### config.mk
export PLATFORM = sky130hd
export DESIGN_NAME = gwa_payout_ctrl
export DESIGN_NICKNAME = d
export VERILOG_FILES = /design/src/rtl/gwa_payout_ctrl.sv
export SDC_FILE = /design/constraint.sdc
export NUM_CORES = 1
export LEC_CHECK = 0
export BUFFER_PORTS_ARGS = -buffer_cell sky130_fd_sc_hd__buf_2
export CELL_PAD_IN_SITES_DETAIL_PLACEMENT = 1
export CELL_PAD_IN_SITES_GLOBAL_PLACEMENT = 1
export CORE_MARGIN = 4
export CORE_UTILIZATION = 38
export CTS_CLUSTER_SIZE = 25
export DETAILED_ROUTE_END_ITERATION = 8
export PLACE_DENSITY = 0.77
export SYNTH_ARGS = -nofsm -noshare
export SYNTH_HDL_FRONTEND = slang
export SYNTH_SLANG_ARGS = --single-unit
### constraint.sdc
create_clock -name clk -period 3.3 [get_ports clk]
set_clock_uncertainty 0.15 [all_clocks]
set_input_delay 0.33 -clock clk [delete_from_list [all_inputs] [get_ports clk]]
set_output_delay 0.33 -clock clk [all_outputs]
set_load 0.01 [all_outputs]
### src/rtl/gwa_payout_ctrl.sv
`timescale 1ns/1ps
// Change-machine credit counter and two-hopper payout sequencer; GWA_TIMEOUT_EN adds idle auto-payout.
// Latency: a coin/key edge acts on the next clock; hopper REQs are state outputs held until ACK.
// Backpressure: coins that overflow MAX_CRED or arrive outside IDLE are returned with a REJ pulse.
module gwa_payout_ctrl #(
  parameter int CW       = 4,
  parameter int MAX_CRED = 9,
  parameter int TIMEOUT  = 20
) (
  input  logic          clk,
  input  logic          rst,
  input  logic          EU1,
  input  logic          EU2,
  input  logic          WT,
  input  logic          H2_ACK,
  input  logic          H1_ACK,
  input  logic          H2_EMPTY,
  input  logic          H1_EMPTY,
  output logic          H2_REQ,
  output logic          H1_REQ,
  output logic          REJ1_O,
  output logic          REJ2_O,
  output logic          DONE_O,
  output logic          ERR_O,
  output logic [CW-1:0] CREDIT
);

  typedef enum logic [2:0] {S_IDLE, S_SEL, S_REQ2, S_REQ1, S_DONE, S_ERR} state_t;

  localparam logic [CW:0] MAX_X = (CW+1)'(MAX_CRED);

  generate
    if (MAX_CRED >= (2 ** CW) || TIMEOUT < 1) begin : g_bad_cfg
      $error("gwa_payout_ctrl: MAX_CRED must fit in CW bits and TIMEOUT must be >= 1");
    end
  endgenerate

  state_t        state, state_nxt;
  logic [CW-1:0] credit_nxt;
  logic          rej1_nxt, rej2_nxt;
  logic          eu1_q, eu2_q, wt_q, h2e_q, h1e_q;
  logic          ev_eu1, ev_eu2, ev_wt, ev_h2e, ev_h1e;
  logic [CW:0]   cred_x;
  logic          fit1, fit2, fit3;
  logic          tmo;

  assign ev_eu1 = EU1 & ~eu1_q;
  assign ev_eu2 = EU2 & ~eu2_q;
  assign ev_wt  = WT & ~wt_q;
  assign ev_h2e = H2_EMPTY & ~h2e_q;
  assign ev_h1e = H1_EMPTY & ~h1e_q;

  // One extra bit of headroom so the fit tests cannot wrap.
  assign cred_x = {1'b0, CREDIT};
  assign fit1   = (cred_x + (CW+1)'(1)) <= MAX_X;
  assign fit2   = (cred_x + (CW+1)'(2)) <= MAX_X;
  assign fit3   = (cred_x + (CW+1)'(3)) <= MAX_X;

`ifdef GWA_TIMEOUT_EN
  localparam int TW = $clog2(TIMEOUT + 1);
  logic [TW-1:0] idle_cnt;
  logic          ev_coin;

  assign ev_coin = ev_eu1 | ev_eu2;
  assign tmo = (state == S_IDLE) && (CREDIT != '0) && !ev_coin && (idle_cnt == TW'(TIMEOUT - 1));

  always_ff @(posedge clk) begin
    if (rst)
      idle_cnt <= '0;
    else if (state_nxt != S_IDLE || ev_coin || CREDIT == '0)
      idle_cnt <= '0;
    else
      idle_cnt <= idle_cnt + TW'(1);
  end
`else
  assign tmo = 1'b0;
`endif

  always_comb begin
    state_nxt  = state;
    credit_nxt = CREDIT;
    rej1_nxt   = 1'b0;
    rej2_nxt   = 1'b0;
    if (state != S_IDLE) begin
      rej1_nxt = ev_eu1;
      rej2_nxt = ev_eu2;
    end
    case (state)
      S_IDLE: begin
        if (ev_eu1 && ev_eu2) begin
          if (fit3) begin
            credit_nxt = CREDIT + CW'(3);
          end else if (fit2) begin
            credit_nxt = CREDIT + CW'(2);
            rej1_nxt   = 1'b1;
          end else if (fit1) begin
            credit_nxt = CREDIT + CW'(1);
            rej2_nxt   = 1'b1;
          end else begin
            rej1_nxt = 1'b1;
            rej2_nxt = 1'b1;
          end
        end else if (ev_eu2) begin
          if (fit2) credit_nxt = CREDIT + CW'(2);
          else      rej2_nxt   = 1'b1;
        end else if (ev_eu1) begin
          if (fit1) credit_nxt = CREDIT + CW'(1);
          else      rej1_nxt   = 1'b1;
        end
        // The key acts on the credit including any coin taken this cycle.
        if (ev_wt)
          state_nxt = (credit_nxt == '0) ? S_DONE : S_SEL;
        else if (tmo)
          state_nxt = S_SEL;
      end
      S_SEL: begin
        if (CREDIT == '0)
          state_nxt = S_DONE;
        else if (CREDIT >= CW'(2) && !H2_EMPTY)
          state_nxt = S_REQ2;
        else if (!H1_EMPTY)
          state_nxt = S_REQ1;
        else
          state_nxt = S_ERR;
      end
      S_REQ2: begin
        if (H2_ACK) begin
          credit_nxt = CREDIT - CW'(2);
          state_nxt  = S_SEL;
        end else if (ev_h2e) begin
          state_nxt = S_SEL;
        end
      end
      S_REQ1: begin
        if (H1_ACK) begin
          credit_nxt = CREDIT - CW'(1);
          state_nxt  = S_SEL;
        end else if (ev_h1e) begin
          state_nxt = S_SEL;
        end
      end
      S_DONE:  state_nxt = S_IDLE;
      S_ERR:   state_nxt = S_ERR;
      default: state_nxt = S_IDLE;
    endcase
  end

  // Edge registers track the inputs even in reset, so levels held across reset are not events.
  always_ff @(posedge clk) begin
    eu1_q <= EU1;
    eu2_q <= EU2;
    wt_q  <= WT;
    h2e_q <= H2_EMPTY;
    h1e_q <= H1_EMPTY;
    if (rst) begin
      state  <= S_IDLE;
      CREDIT <= '0;
      REJ1_O <= 1'b0;
      REJ2_O <= 1'b0;
    end else begin
      state  <= state_nxt;
      CREDIT <= credit_nxt;
      REJ1_O <= rej1_nxt;
      REJ2_O <= rej2_nxt;
    end
  end

  assign H2_REQ = (state == S_REQ2);
  assign H1_REQ = (state == S_REQ1);
  assign DONE_O = (state == S_DONE);
  assign ERR_O  = (state == S_ERR);

endmodule

==> flow_summary_export.csv <==
group,metric,value,unit
routing,drt_iter0_drc,88,
timing,slew_viol_final,0,
setup_path,r2r_cells,10,
setup_path,critical_path.top_delay_family,"compound AO/OA/AOI/OAI gates",
logic_synthesis,synth_area,1450,um^2
setup_path,path_cells,"inv_1 > buf_4 > ha_1 > a21oi_1 > a21oi_1 > o221ai_2 > mux2_4 > a211o_1 > or4_4 > a22o_1",
timing,period_share,94.9,%
run,drv_cap,0,
clock_tree,clk_pin_slew,0.06,ns
clock_tree,ctsHoldBuffers,0,
timing,rsz0062_at_grt,"no",
grt,grt_pass1_vias,1621,
place,gp_congestion,0.858,
setup_path,critPathCaptureType,"register",
logic_synthesis,synthFlopType,"dfxtp_1",
timing,layout_setup_ws,0.169,ns
setup_path,critPathLaunchType,"register",
logic_synthesis,syn_nets,214,
setup_path,cp.required,3.29,ns
timing,setup_viol_count_final,0,
clock_tree,cts_max_path_buffers,2,
timing,relSlewSlack,44.3,%
final_layout,fin_cells,268,
status,status,"finished clean",
setup_path,critPathMaxStageDelay,0.53,ns
logic_synthesis,async_flop_share,0,%
logic_synthesis,synth_compound_area_share,35.5,%
final_layout,fillers,492,
logic_synthesis,synth_area_leader_cell,"dfxtp_1",
routing,wirelength,4720,um
logic_synthesis,synth.avg_cell_area,7.38,um^2
setup_path,crit_buf_inv,2,
logic_synthesis,synth_top_family_by_area,"compound AO/OA/AOI/OAI gates",
final_layout,drive_gt1_share,20.0,%
worst_hold_path,min_path_type,"primary input to register",
place,port-buffer-count,18,
timing,finalCriticalPeriod,3.13,ns
setup_path,crit_fanout,7,
grt,overflow,0,
logic_synthesis,synthMuxAreaShare,2.41,%
clock_tree,htree_num_levels,1,
clock_tree,cts_resized,0,
timing,hold_slack,0.0471,ns
floorplan,start_util,39.4,%
routing,vias,1595,
final_layout,utilization,45.9,%
worst_hold_path,hold_path_depth,1,
place,dpl_cell_area,1630,um^2
setup_path,path_depth,10,
pwr,finalPower,1.31,mW
floorplan,dieWidth,69.9,um
place,dp_hpwl,3640,um
logic_synthesis,synthDistinctLibCells,54,
place,dp.cells,264,
floorplan,dieArea,4880,um^2
setup_path,cp_common_cell,"a21oi_1",
clock_tree,cts_root_buffer,"clkbuf_8",
clock_tree,cts_buffers,3,
logic_synthesis,synth_top_area_share,19.3,%
routing,ant_nets,0,
grt,grt_max_degree,22,
clock_tree,cts_tree,"done",
setup_path,crit_arrival,3.12,ns
logic_synthesis,synthTopCellsByCount,"16 x nand2_1, 16 x o21ai_0, 14 x dfxtp_1, 14 x nor2_1, 11 x a21oi_1",
logic_synthesis,ys.warnings.count,0,
floorplan,dieHeight,69.9,um
final_layout,diodes,0,
clock_tree,clock_sinks,14,
pwr,peakVddDrop,0.301,mV
logic_synthesis,synth_cells,197,
logic_synthesis,synth_edf_count,0,
logic_synthesis,yosys.area_share.simple,26.7,%
setup_path,crit_type,"register to register",
timing,worstMarginPinSlew,0.834,ns
clock_tree,clk_latency,0.25,ns
logic_synthesis,ys_top_cells_by_area,"dfxtp_1 19%, ha_1 6.9%, o21ai_0 5.5%",
timing,fmax,0.319,GHz
final_layout,nets,238,
routing,first_pass_iters,4,
routing,wire_per_inst,17.6,um
setup_path,crit_slowest_cell,"or4_4",
logic_synthesis,synth_adder_area_share,6.88,%
logic_synthesis,ys_seq_elements,14,
logic_synthesis,yosysSeqAreaShare,19.3,%
timing,fin_tns_setup,0,ns
place,dp_slack,0.111,ns
floorplan,core,3690,um^2
grt,grt_usage,19.7,%
logic_synthesis,synthXorXnorAreaFrac,2.41,%
grt,grt_pass1_wl,7900,um
final_layout,area_delta_synth_final,16.4,%
final_layout,final_design_area_no_fill,1690,um^2
routing,drc,0,
pwr,pwr_density_cell,774,nW/um^2
timing,finalHoldViolCount,0,
clock_tree,postCtsSetupBuffers,0,
floorplan,ios,19,
floorplan,rows,22,
pwr,leakage,0.720,nW
routing,via_per_inst,5.95,
grt,grt_antenna_before_repair,0,
## final timing paths
kind                   from  endpoint  slack, ns
setup reg to reg  CREDIT[1]  state[0]       0.17
hold / removal           WT      wt_q       0.05
setup / recovery  CREDIT[1]  state[0]       0.17
hold reg to reg    state[1]  state[2]       0.50
## cell families after synthesis
family | Yosys count
compound gates | 74
simple gates | 73
buf+inv | 21
flops | 14
fa+ha+maj | 8
xor+xnor | 4
mux | 3
## worst register-to-register path: cells and delay by family, from the launching register on
kind                     cells  cell delay, ns
AO/OA/AOI/OAI                5            1.18
adder cells (fa/ha/maj)      1            0.21
buffers and inverters        2            0.24
flip-flops                   1            0.37
multiplexers                 1            0.33
AND/OR/NAND/NOR              1            0.53
## sequential cells by signal, summed over array words and instances, names as in the netlist
signal	count
CREDIT	4
REJ1_O	1
REJ2_O	1
eu1_q	1
eu2_q	1
h1e_q	1
h2e_q	1
state	3
wt_q	1
## where the power goes
| part | internal [mW] | leakage [nW] | switching [mW] |
|---|---|---|---|
| sequential | 0.206 | 0.116 | 0.0684 |
| clock | 0.106 | 0.0288 | 0.0604 |
| combinational | 0.349 | 0.575 | 0.520 |
## cells in the final DEF (no fill, tap or decap), types with 2 or more instances in the layout
cell type / synthesis / final
a211o_1: 2 / 2
a211oi_1: 7 / 7
a21o_1: 6 / 6
a21oi_1: 11 / 11
a22oi_1: 2 / 2
a31oi_1: 5 / 5
and2_1: 3 / 3
buf_2: 5 / 18
buf_4: 2 / 12
clkbuf_8: 0 / 4
dfxtp_1: 14 / 12
dfxtp_2: 0 / 2
ha_1: 8 / 8
inv_1: 10 / 10
mux2i_1: 2 / 2
nand2_1: 16 / 16
nand2b_1: 7 / 7
nand3_1: 8 / 8
nand3b_1: 2 / 2
nand4_1: 3 / 3
nand4b_1: 2 / 2
nor2_1: 14 / 14
nor2b_1: 6 / 5
nor3_1: 4 / 4
o211ai_1: 6 / 6
o21ai_0: 16 / 16
o22ai_1: 3 / 3
o31ai_1: 2 / 2
xnor2_1: 2 / 2
xor2_1: 2 / 2
## layout make-up
cell class / count / area [um^2] / share of cell area, %
clock buffer: 4 / 55.1 / 3.25
inverter: 10 / 37.5 / 2.22
multi-input combinational: 162 / 1080 / 63.6
sequential: 14 / 283 / 16.7
tap: 48 / 60.1 / 3.55
timing repair buffer: 30 / 180 / 10.7
## per-layer routing
metal / GRT usage (%) / vias to the layer above / routed length, um
li1: - / 792 / -
met1: 27.9 / 767 / 2340
met2: 31.7 / 34 / 2170
met3: 4.03 / 2 / 198
met4: 2.34 / 0 / 5
met5: 0 / - / 0
Note: power is estimated with default switching activity, not from simulation.
